===== config.mk =====
export PLATFORM = sky130hd
export DESIGN_NAME = alu_seq
export DESIGN_NICKNAME = d
export VERILOG_FILES = /design/src/rtl/alu_seq.sv
export SDC_FILE = /design/constraint.sdc
export NUM_CORES = 1
export LEC_CHECK = 0
export BUFFER_PORTS_ARGS = -buffer_cell sky130_fd_sc_hd__buf_2
export CAP_MARGIN = 20
export CORE_MARGIN = 2
export CORE_UTILIZATION = 45
export CTS_CLUSTER_SIZE = 16
export DETAILED_ROUTE_END_ITERATION = 7
export HOLD_SLACK_MARGIN = 0.12
export SLEW_MARGIN = 20
export SYNTH_ARGS = -nofsm -noshare
export SYNTH_HDL_FRONTEND = slang
export SYNTH_SLANG_ARGS = --single-unit

===== constraint.sdc =====
create_clock -name clk -period 4.3 [get_ports clk]
set_input_delay 0.215 -clock clk [delete_from_list [all_inputs] [get_ports clk]]
set_output_delay 0.215 -clock clk [all_outputs]
set_load 0.03 [all_outputs]

===== src/rtl/alu_seq.sv =====
`default_nettype none
// ============================================================================
//  Module   : alu_seq
//  Purpose  : Execute-stage RV32I ALU with iterative MUL/DIVU/REMU engine
//             behind a start/busy/done handshake.
//  Revision : 1.0 - initial release
// ============================================================================
module alu_seq #(
    parameter int D_WIDTH   = 32,
    parameter int MULDIV_EN = 1
) (
    input  logic               clk,
    input  logic               rst_n,
    input  logic               start,
    input  logic               alusrc,
    input  logic [3:0]         aluctrl,
    input  logic [D_WIDTH-1:0] aluop1,
    input  logic [D_WIDTH-1:0] immop,
    input  logic [D_WIDTH-1:0] regop2,
    output logic [D_WIDTH-1:0] aluout,
    output logic               busy,
    output logic               done,
    output logic               eq,
    output logic [D_WIDTH-1:0] aluop2
);

    localparam int CW = $clog2(D_WIDTH + 1);
    localparam int SW = $clog2(D_WIDTH);

    localparam logic [1:0] c_st_idle = 2'd0;
    localparam logic [1:0] c_st_iter = 2'd1;
    localparam logic [1:0] c_st_done = 2'd2;

    localparam logic [3:0] c_op_add  = 4'h0;
    localparam logic [3:0] c_op_sub  = 4'h1;
    localparam logic [3:0] c_op_and  = 4'h2;
    localparam logic [3:0] c_op_or   = 4'h3;
    localparam logic [3:0] c_op_xor  = 4'h4;
    localparam logic [3:0] c_op_sll  = 4'h5;
    localparam logic [3:0] c_op_srl  = 4'h6;
    localparam logic [3:0] c_op_sra  = 4'h7;
    localparam logic [3:0] c_op_slt  = 4'h8;
    localparam logic [3:0] c_op_sltu = 4'h9;
    localparam logic [3:0] c_op_mul  = 4'hA;
    localparam logic [3:0] c_op_divu = 4'hB;
    localparam logic [3:0] c_op_remu = 4'hC;

    logic [1:0]         r_state;
    logic [CW-1:0]      r_cnt;
    logic [3:0]         r_ctrl;
    logic [D_WIDTH-1:0] r_a;
    logic [D_WIDTH-1:0] r_b;
    logic [D_WIDTH-1:0] r_acc;
    logic [D_WIDTH-1:0] r_aluout;
    logic               r_busy;
    logic               r_done;

    logic [D_WIDTH-1:0] w_op2;
    logic [SW-1:0]      w_shamt;
    logic [D_WIDTH-1:0] w_fast;
    logic               w_slow;
    logic [D_WIDTH-1:0] w_mul_acc;
    logic [D_WIDTH:0]   w_rem_sh;
    logic [D_WIDTH:0]   w_diff;
    logic               w_qbit;
    logic [D_WIDTH-1:0] w_rem_nxt;
    logic [D_WIDTH-1:0] w_quo_nxt;

    // Branch path: operand mux and equality stay combinational in every state.
    assign w_op2   = alusrc ? immop : regop2;
    assign aluop2  = w_op2;
    assign eq      = (aluop1 == w_op2);
    assign w_shamt = w_op2[SW-1:0];

    always_comb begin
        w_fast = '0;
        case (aluctrl)
            c_op_add:  w_fast = aluop1 + w_op2;
            c_op_sub:  w_fast = aluop1 - w_op2;
            c_op_and:  w_fast = aluop1 & w_op2;
            c_op_or:   w_fast = aluop1 | w_op2;
            c_op_xor:  w_fast = aluop1 ^ w_op2;
            c_op_sll:  w_fast = aluop1 << w_shamt;
            c_op_srl:  w_fast = aluop1 >> w_shamt;
            c_op_sra:  w_fast = $unsigned($signed(aluop1) >>> w_shamt);
            c_op_slt:  w_fast = {{(D_WIDTH-1){1'b0}}, ($signed(aluop1) < $signed(w_op2))};
            c_op_sltu: w_fast = {{(D_WIDTH-1){1'b0}}, (aluop1 < w_op2)};
            default:   w_fast = '0;
        endcase
    end

    generate
        if (MULDIV_EN != 0) begin : g_muldiv
            assign w_slow = (aluctrl == c_op_mul) || (aluctrl == c_op_divu) ||
                            (aluctrl == c_op_remu);
        end else begin : g_no_muldiv
            assign w_slow = 1'b0;
        end
    endgenerate

    // MUL: r_a is the left-shifting multiplicand, r_b the right-shifting multiplier.
    assign w_mul_acc = r_acc + (r_b[0] ? r_a : '0);

    // DIVU/REMU: r_acc is the partial remainder, r_b shifts dividend out MSB-first
    // while quotient bits shift in. A zero divisor naturally yields all-ones/dividend.
    assign w_rem_sh  = {r_acc, r_b[D_WIDTH-1]};
    assign w_diff    = w_rem_sh - {1'b0, r_a};
    assign w_qbit    = ~w_diff[D_WIDTH];
    assign w_rem_nxt = w_qbit ? w_diff[D_WIDTH-1:0] : w_rem_sh[D_WIDTH-1:0];
    assign w_quo_nxt = {r_b[D_WIDTH-2:0], w_qbit};

    always_ff @(posedge clk or negedge rst_n) begin
        if (!rst_n) begin
            r_state  <= c_st_idle;
            r_cnt    <= '0;
            r_ctrl   <= '0;
            r_a      <= '0;
            r_b      <= '0;
            r_acc    <= '0;
            r_aluout <= '0;
            r_busy   <= 1'b0;
            r_done   <= 1'b0;
        end else begin
            r_done <= 1'b0;
            case (r_state)
                c_st_idle: begin
                    if (start) begin
                        r_ctrl <= aluctrl;
                        if (w_slow) begin
                            r_state <= c_st_iter;
                            r_busy  <= 1'b1;
                            r_cnt   <= CW'(D_WIDTH);
                            r_acc   <= '0;
                            if (aluctrl == c_op_mul) begin
                                r_a <= aluop1;
                                r_b <= w_op2;
                            end else begin
                                r_a <= w_op2;
                                r_b <= aluop1;
                            end
                        end else begin
                            r_aluout <= w_fast;
                            r_state  <= c_st_done;
                            r_done   <= 1'b1;
                        end
                    end
                end
                c_st_iter: begin
                    r_cnt <= r_cnt - CW'(1);
                    if (r_ctrl == c_op_mul) begin
                        r_acc <= w_mul_acc;
                        r_a   <= r_a << 1;
                        r_b   <= r_b >> 1;
                    end else begin
                        r_acc <= w_rem_nxt;
                        r_b   <= w_quo_nxt;
                    end
                    if (r_cnt == CW'(1)) begin
                        r_state <= c_st_done;
                        r_busy  <= 1'b0;
                        r_done  <= 1'b1;
                        if (r_ctrl == c_op_mul) begin
                            r_aluout <= w_mul_acc;
                        end else if (r_ctrl == c_op_divu) begin
                            r_aluout <= w_quo_nxt;
                        end else begin
                            r_aluout <= w_rem_nxt;
                        end
                    end
                end
                c_st_done: begin
                    r_state <= c_st_idle;
                end
                default: begin
                    r_state <= c_st_idle;
                end
            endcase
        end
    end

    assign aluout = r_aluout;
    assign busy   = r_busy;
    assign done   = r_done;

endmodule
`default_nettype wire

Word-level counts from Yosys, hierarchy flattened
Index checks and enable logic that the tools add are counted.
{ "classes": {"addsub": 5, "n_mul": 0, "div": 0, "magnitude_cmp": 2, "n_eq_ne": 22, "n_shift": 3, "muxes": 39, "bitwise_logic": 4, "reduce_logical": 11} }
{ "op_table": {"columns": ["op", "count"], "rows": [
  ["$mux W32", 19],
  ["$pmux W32 S10", 1],
  ["$pmux W32 S2", 4],
  ["$add A32 B32 Y32", 2],
  ["$lt A32 B32 Y1", 2],
  ["$sub A33 B32 Y33", 1],
  ["$and A32 B32 Y32", 1],
  ["$eq A32 B32 Y1", 1],
  ["$or A32 B32 Y32", 1],
  ["$shl A32 B5 Y32", 1],
  ["$shr A32 B5 Y32", 1],
  ["$sshr A32 B5 Y32", 1],
  ["$sub A32 B32 Y32", 1],
  ["$xor A32 B32 Y32", 1],
  ["$eq A4 B4 Y1 const B", 7],
  ["$eq A4 B3 Y1 const B", 4],
  ["$mux W6", 2],
  ["$pmux W6 S2", 1],
  ["$reduce_and A4 Y1", 3],
  ["$ne A2 B2 Y1 const B", 5],
  ["$eq A4 B2 Y1 const B", 2],
  ["$eq A6 B1 Y1 const B", 1],
  ["$mux W1", 6],
  ["$mux W2", 3],
  ["12 further kinds", 15]
]} }
{ "word_totals": {"register_bits": 142, "latchBits": 0, "mem_bits_rw": 0, "mem_bits_ro": 0, "wordCells": 95, "n_memories": 0} }

Depth between registers and ports, before layout
Gate-level depths: netlist of the first run.
{ "depth": {"depth_word": 6, "ltp_mapped": 19} }

Worst setup path after synthesis of the first run
OpenSTA, ideal clock, no wires.
{ "synth_path": {"path_type": "in2reg", "startpoint": "input port alusrc", "endpoint": "register r_aluout[30] (netlist: aluout[30])", "arrival_time_ns": 3.769, "t_required_ns": 4.173, "setup_slack_ns": 0.404, "cell_stages": 16, "path_buffers": 3, "cell_sequence": "buf_4 buf_2 buf_1 mux2i_1 inv_1 ha_1 a21o_1 a21o_1 a2111oi_0 nand3_1 and2_1 a31oi_1 o31ai_1 or3_1 a31oi_1 o21ai_0"} }
{ "synth_via": {"elab_chain_len": 6, "word_cells_on_any_way": 13, "cone_classes": "add/sub: 2; shift: 3; mux: 5; bitwise: 3"} }
{ "synth_lines": {"columns": ["item", "line_no", "rtl"], "rows": [
  ["from (decl)", "15", "input logic alusrc,"],
  ["$mux W32 *", "70", "assign w_op2 = alusrc ? immop : regop2;"],
  ["net aluop2[14]", "24", "output logic [D_WIDTH-1:0] aluop2"],
  ["$sub A32 B32 Y32 or $add A32 B32 Y32 (tied branches)", "79, 78", null],
  ["$pmux W32 S10 *", "77", "case (aluctrl)"],
  ["$mux W32 *", "129", "if (w_slow) begin"],
  ["$mux W32 *", "127", "if (start) begin"],
  ["$pmux W32 S2 *", "125", "case (r_state)"],
  ["to (signal assigned)", "142", "r_aluout <= w_fast;"],
  ["to (signal assigned)", "163", "r_aluout <= w_mul_acc;"],
  ["to (signal assigned)", "165", "r_aluout <= w_quo_nxt;"],
  ["to (decl)", "54", "logic [D_WIDTH-1:0] r_aluout;"]
]} }
The timed path passes the listed nets; every way through them passes the cells marked *. The select of a mux whose other input is x is not followed.
A chain may end at the register's enable or synchronous reset.

Final worst setup path of the first run
{ "layout_path": {"startpoint": "register r_b[31]", "endpoint": "register r_aluout[0] (netlist: aluout[0])"} }
{ "layout_via": {"elab_chain_len": 6, "word_cells_on_any_way": 7, "cone_classes": "add/sub: 1; mux: 5; bitwise: 1"} }
{ "layout_lines": {"columns": ["item", "line_no", "rtl"], "rows": [
  ["from (decl)", "52", "logic [D_WIDTH-1:0] r_b;"],
  ["from (signal assigned)", "136", "r_b <= w_op2;"],
  ["from (signal assigned)", "139", "r_b <= aluop1;"],
  ["from (signal assigned)", "153", "r_b <= r_b >> 1;"],
  ["$sub A33 B32 Y33", "107", "assign w_diff = w_rem_sh - {1'b0, r_a};"],
  ["$mux W32 or $not A1 Y1 (tied branches)", "109, 108", null],
  ["$mux W32 *", "164", "end else if (r_ctrl == c_op_divu) begin"],
  ["$mux W32 *", "162", "if (r_ctrl == c_op_mul) begin"],
  ["$mux W32 *", "158", "if (r_cnt == CW'(1)) begin"],
  ["$pmux W32 S2 *", "125", null],
  ["to (signal assigned)", "163", null],
  ["to (signal assigned)", "165", null],
  ["to (signal assigned)", "167", "r_aluout <= w_rem_nxt;"]
]} }
Mark *: on every way between the ends. The rest lies on a longest branch, timed or not. The select of a mux whose other input is x is not followed.

==> results of run 1 <==
[repair_timing]
| action | CTS | global route |
|---|---|---|
| setup buffers | 0 | 0 |
| hold buffers | 1 | 0 |
| hold endpoints to repair | 93 | 0 |
[report_power, final]
group	switching (mW)	internal, mW
Clock	0.681	0.803
Sequential	0.626	1.92
Combinational	6.04	3.26
[final cells by class]
cell class | instances | area (µm²)
fillers | 4616 | 22110
multi-input cells | 2464 | 15900
flip-flops and latches | 142 | 3553
repair buffers | 314 | 2028
well taps | 600 | 750.7
inverters | 150 | 568.0
clock buffers | 17 | 425.4
clock inverters | 15 | 138.9
diodes | 2 | 5.005
[through the flow]
| step | worst slack, ns | std cells |
|---|---|---|
| finish | 0.2855 | 3704 |
| global route | 0.03588 | 3702 |
| CTS | 0.3478 | 3702 |
| detailed placement | 0.2054 | 3669 |
| global placement | -0.04174 | 3669 |
| floorplan | 0.4043 | 2967 |
[sequential cells by signal, summed over array words and instances (netlist names)]
name,flops
aluout,32
r_ctrl,4
r_a,32
r_cnt,6
r_b,32
r_state,2
busy,1
r_acc,32
done,1
[cells by family (layout without fill, tap and decap cells)]
| kind of cell | Yosys count | count (layout) | synth area share (%) |
|---|---|---|---|
| simple gates | 930 | 930 | 19.75 |
| buf+inv | 361 | 496 | 6.999 |
| xor+xnor | 87 | 87 | 3.665 |
| compound gates | 1083 | 1083 | 32.00 |
| flops | 142 | 142 | 17.09 |
| mux | 195 | 195 | 10.18 |
| fa+ha+maj | 169 | 169 | 10.32 |
| other cells | 0 | 2 | 0 |
[critical path, stage by stage (launching register included)]
cell and delay (ns):
dfrtp_1 0.40, inv_1 0.09, ha_1 0.19, inv_1 0.07, fa_1 0.42, a211oi_1 0.37
o211ai_2 0.22, nand4_1 0.18, a21oi_1 0.19, o211a_1 0.30, nor2_4 0.31, buf_12 0.25
nor2_1 0.06, a211o_1 0.25, a21boi_0 0.21, a221o_1 0.36
[final timing paths]
check | start | slack, ns | depth (start not counted) | to
worst max-delay path | r_b[31] | 0.29 | 15 | aluout[0]
worst min-delay path | aluop1[0] | 0.28 | 3 | r_a[0]
worst max register to register | r_b[31] | 0.29 | 15 | aluout[0]
worst min register to register | aluout[18] | 0.51 | 1 | aluout[18]
max in group asynchronous | rst_n | 2.78 | 3 | r_a[15]
min in group asynchronous | rst_n | 0.47 | 2 | aluout[29]
[per-layer routing]
layer  vias to the layer above  share of wire [%]  GRT usage, %
met3                       317                 10         8.080
met2                      1616                 43         63.71
met1                     11710                 40         54.65
met5                         -              0.071             0
met4                        10                6.6         24.28
li1                      10990                  -             -
[cells in the mapped netlist (52+ instances only)]
library cell,n
o21ai_0,337
clkbuf_1,156
inv_1,144
xnor2_1,52
a21oi_1,309
nor2_1,222
o211ai_1,71
mux2i_1,165
nand2_1,426
ha_1,165
dfrtp_1,142
==> results.yml, run 1 <==
run_status:
  outcome: "complete, no violations"
sta:
  finalClockSkew_ns: 0.009548
  fmax_mhz: 249.1
  relSlewSlack_pct: 26.37
  finalSetupViolCount: 0
  period_share_pct: 93.36
  finalCriticalPeriod_ns: 4.015
  hold_slack_ns: 0.2757
  tightestPinTransition_ns: 1.100
  tns_ns: 0
  hold_viol: 0
  rsz0062_at_grt: "false"
  report.final.slew_viol_count: 0
detailed_routing:
  dr.pass1.iters: 6
  viasPerCell: 6.653
  num_vias: 24640
  wl_um: 102100
  ant_nets: 0
  drc: 0
  first_iter_violations: 3245
  routedWlPerCell_um: 27.57
job:
  max_cap_violations: 0
synth:
  synth_edf_count: 0
  synth-seq-cells: 142
  yosysSeqAreaShare_pct: 17.09
  syn_inst: 2967
  async_reset_ff_share_pct: 100.0
  synth.area.top_cells: "dfrtp_1 17%, ha_1 9.9%, o21ai_0 8.1%, mux2i_1 7.9%, nand2_1 7.7%"
  synth_top_area_share_pct: 17.09
  syn_area_um2: 20790
  yosysWarnings: 0
  syn_area_per_cell_um2: 7.007
  yosysTopAreaCell: "dfrtp_1"
  synth.distinct_cells: 83
  ys.flop_type: "dfrtp_1"
  synth_nets: 3240
critical_path:
  path_max_fanout: 30
  worst-endpoint-required_ns: 4.64
  worstSetupStartpointType: "register"
  crit_type: "register to register"
  endpoint_kind: "register"
  crit_arrival_ns: 4.35
grt:
  grt_pass1_wl_um: 149500
  grt_pass1_vias: 23000
  grt.total_usage_pct: 41.69
  overflow: 0
  antenna_found_initial: 6
  grt_max_degree: 133
clock_network:
  root_buffer: "clkbuf_16"
  cts_buffers: 17
  cts.sinks: 142
  cts_resized: 0
  clock_latency_ns: 0.45
  cts_tree: "done"
  clk_path_buf_depth: 2
  htree_num_levels: 4
  path_clk_slew_ns: 0.07
die:
  io_pins: 171
  dieArea_um2: 47930
  die_w_um: 218.9
  start_util_pct: 45.71
  die_y_um: 218.9
  coreArea_um2: 45480
  rows: 78
placed_design:
  portBuffers: 170
  hpwlAfterDp_um: 79550
  gp_congestion: 1.036
  placed_cell_area_um2: 22790
pwr:
  total_power_mw: 13.33
  ir_drop_mv: 0.5286
  p_leak_nw: 10.75
  power.density_nw_per_um2: 570.2
cells_and_area:
  postLayoutCoreUtil_pct: 51.39
  nNetsFinal: 3362
  postLayoutCellArea_um2: 23370
  drive_above_1_share_pct: 13.54
  layout_commonest_cell: "nand2_1"
  syn2layout_area_growth_pct: 12.43
  layout_common_cells: "425 x nand2_1, 336 x o21ai_0, 308 x a21oi_1, 219 x nor2_1, 169 x buf_2"
min_path:
  hold_class: "input port to register"
(Power assumes the default switching activity.)
==> run 2: changes to the inputs <==
CELL_PAD_IN_SITES_DETAIL_PLACEMENT = 0   (was default)
CELL_PAD_IN_SITES_GLOBAL_PLACEMENT = 1   (was default)
CORE_UTILIZATION = 46   (was 45)
CTS_CLUSTER_DIAMETER = 30   (was default)
PLACE_DENSITY_LB_ADDON = 0.1   (was default)
==> results.yml, run 2 (synthesized netlist as in run 1, its figures left out) <==
clock_network:
  clk_path_buf_depth: 2
  path_clk_slew_ns: 0.06
  clock_latency_ns: 0.45
  htree_num_levels: 4
  post_cts_buffers: 0
  cts_buffers: 17
  cts.sinks: 142
  cts_tree: "done"
  root_buffer: "clkbuf_16"
cells_and_area:
  nNetsFinal: 3348
  fill_cells: 4463
  postLayoutCoreUtil_pct: 52.46
  drive_above_1_share_pct: 13.18
  postLayoutCellArea_um2: 23300
  layout_common_cells: "425 x nand2_1, 337 x o21ai_0, 307 x a21oi_1, 219 x nor2_1, 169 x buf_2"
  syn2layout_area_growth_pct: 12.06
  layout_commonest_cell: "nand2_1"
placed_design:
  place_ws_ns: 0.2179
  placed_cell_area_um2: 22660
  portBuffers: 170
  hpwlAfterDp_um: 79270
  gp_congestion: 1.039
grt:
  grt.total_usage_pct: 42.16
  grt_pass1_wl_um: 149200
  overflow: 0
  grt_pass1_vias: 22950
  grt_max_degree: 115
  antenna_found_initial: 3
critical_path:
  crit_arrival_ns: 4.25
  r2r_cells: 14
  rr_endpoint: "aluout[24]"
  crit_type: "register to register"
  path_max_fanout: 22
  endpoint_kind: "register"
  worst-endpoint-required_ns: 4.61
  cp-endpoint: "aluout[24]"
  worstSetupStartpointType: "register"
  timing.rr.start: "r_b[0]"
  crit_path_start: "r_b[0]"
  reg2reg_setup_slack_ns: 0.35
min_path:
  hold_class: "input port to register"
detailed_routing:
  dr.pass1.iters: 6
  num_vias: 24580
  wl_um: 101800
  first_iter_violations: 3224
  ant_nets: 0
  drc: 0
  routedWlPerCell_um: 27.66
  viasPerCell: 6.674
die:
  rows: 77
  die_y_um: 216.6
  dieArea_um2: 46910
  die_w_um: 216.6
  start_util_pct: 46.81
  coreArea_um2: 44410
  io_pins: 171
sta:
  fmax_mhz: 253.4
  period_share_pct: 91.78
  fin_ws_ns: 0.3534
  finalSetupViolCount: 0
  tightestPinTransition_ns: 1.090
  report.final.slew_viol_count: 0
  tns_ns: 0
  relSlewSlack_pct: 27.15
  finalClockSkew_ns: 0.01155
  hold_viol: 0
  finalCriticalPeriod_ns: 3.947
  rsz0062_at_grt: "false"
pwr:
  power.density_nw_per_um2: 576.7
  p_leak_nw: 10.69
  ir_drop_mv: 0.5572
  total_power_mw: 13.43
job:
  max_cap_violations: 0
run_status:
  outcome: "complete, no violations"
## run 2: cell types whose count changed in the layout (fill, tap and decap cells not counted), sizes merged
cell,previous run,this run
buf,313,299
bufinv,1,3
clkbuf,17,20
clkinv,9,6
clkinvlp,4,3
inv,151,150
## run 2: area by class of cell
type	count	area, µm²	share of cell area (%)
Multi-Input combinational cell	2464	15910	68.27
Sequential cell	142	3553	15.25
Timing Repair Buffer	300	1911	8.201
Tap cell	592	740.7	3.179
Inverter	150	568.0	2.438
Clock buffer	20	456.7	1.960
Clock inverter	12	157.7	0.6767
Antenna cell	2	5.005	0.02148
## run 2: how the worst min path moves through the flow
| stage | startpoint | endpoint | slack (ns) | cells after the start |
|---|---|---|---|---|
| CTS | start | busy | 0.20 | 4 |
| global route | start | busy | 0.25 | 4 |
| global placement | rst_n | r_a[5] | 0.40 | 1 |
| floorplan | rst_n | aluout[0] | -0.08 | 0 |
| finish | start | busy | 0.22 | 4 |
| detailed placement | rst_n | r_a[5] | 0.39 | 1 |
## run 2: power by group
part	leakage, nW	switching [mW]	internal [mW]
logic	8.59	6.06	3.24
registers	1.80	0.627	1.92
clock network	0.293	0.650	0.947
total	10.7	7.34	6.10
## run 2: stage by stage
step | hold WS, ns | std cells
after floorplan | -0.08059 | 2967
after global placement | 0.3958 | 3647
after detailed placement | 0.3945 | 3647
after CTS | 0.2022 | 3680
after global routing | 0.2500 | 3680
final | 0.2238 | 3682
## run 2: layer usage
metal	vias to the layer above	track usage (%)	share of wire (%)
li1	10960	-	-
met1	11810	56.49	41
met2	1516	65.74	44
met3	291	5.502	9.1
met4	4	23.13	6.1
met5	-	0	0.024
## run 2: repair_timing
| item | in CTS | in global routing |
|---|---|---|
| endpoints found under the setup margin | 0 | 3 |
| gates resized for setup | 0 | 2 |
| endpoints found under the hold margin | 93 | 0 |
| hold buffers | 1 | 0 |
## run 2: critical path, stage by stage (launching register included)
cell	delay, ns
dfrtp_1	0.38
buf_4	0.21
and2_1	0.18
ha_1	0.21
fa_1	0.43
a21oi_1	0.24
o211ai_1	0.19
a211oi_1	0.36
a211oi_1	0.23
o21ai_0	0.25
a21oi_1	0.12
xor2_1	0.18
mux2_2	0.29
a211oi_1	0.41
o31ai_1	0.13
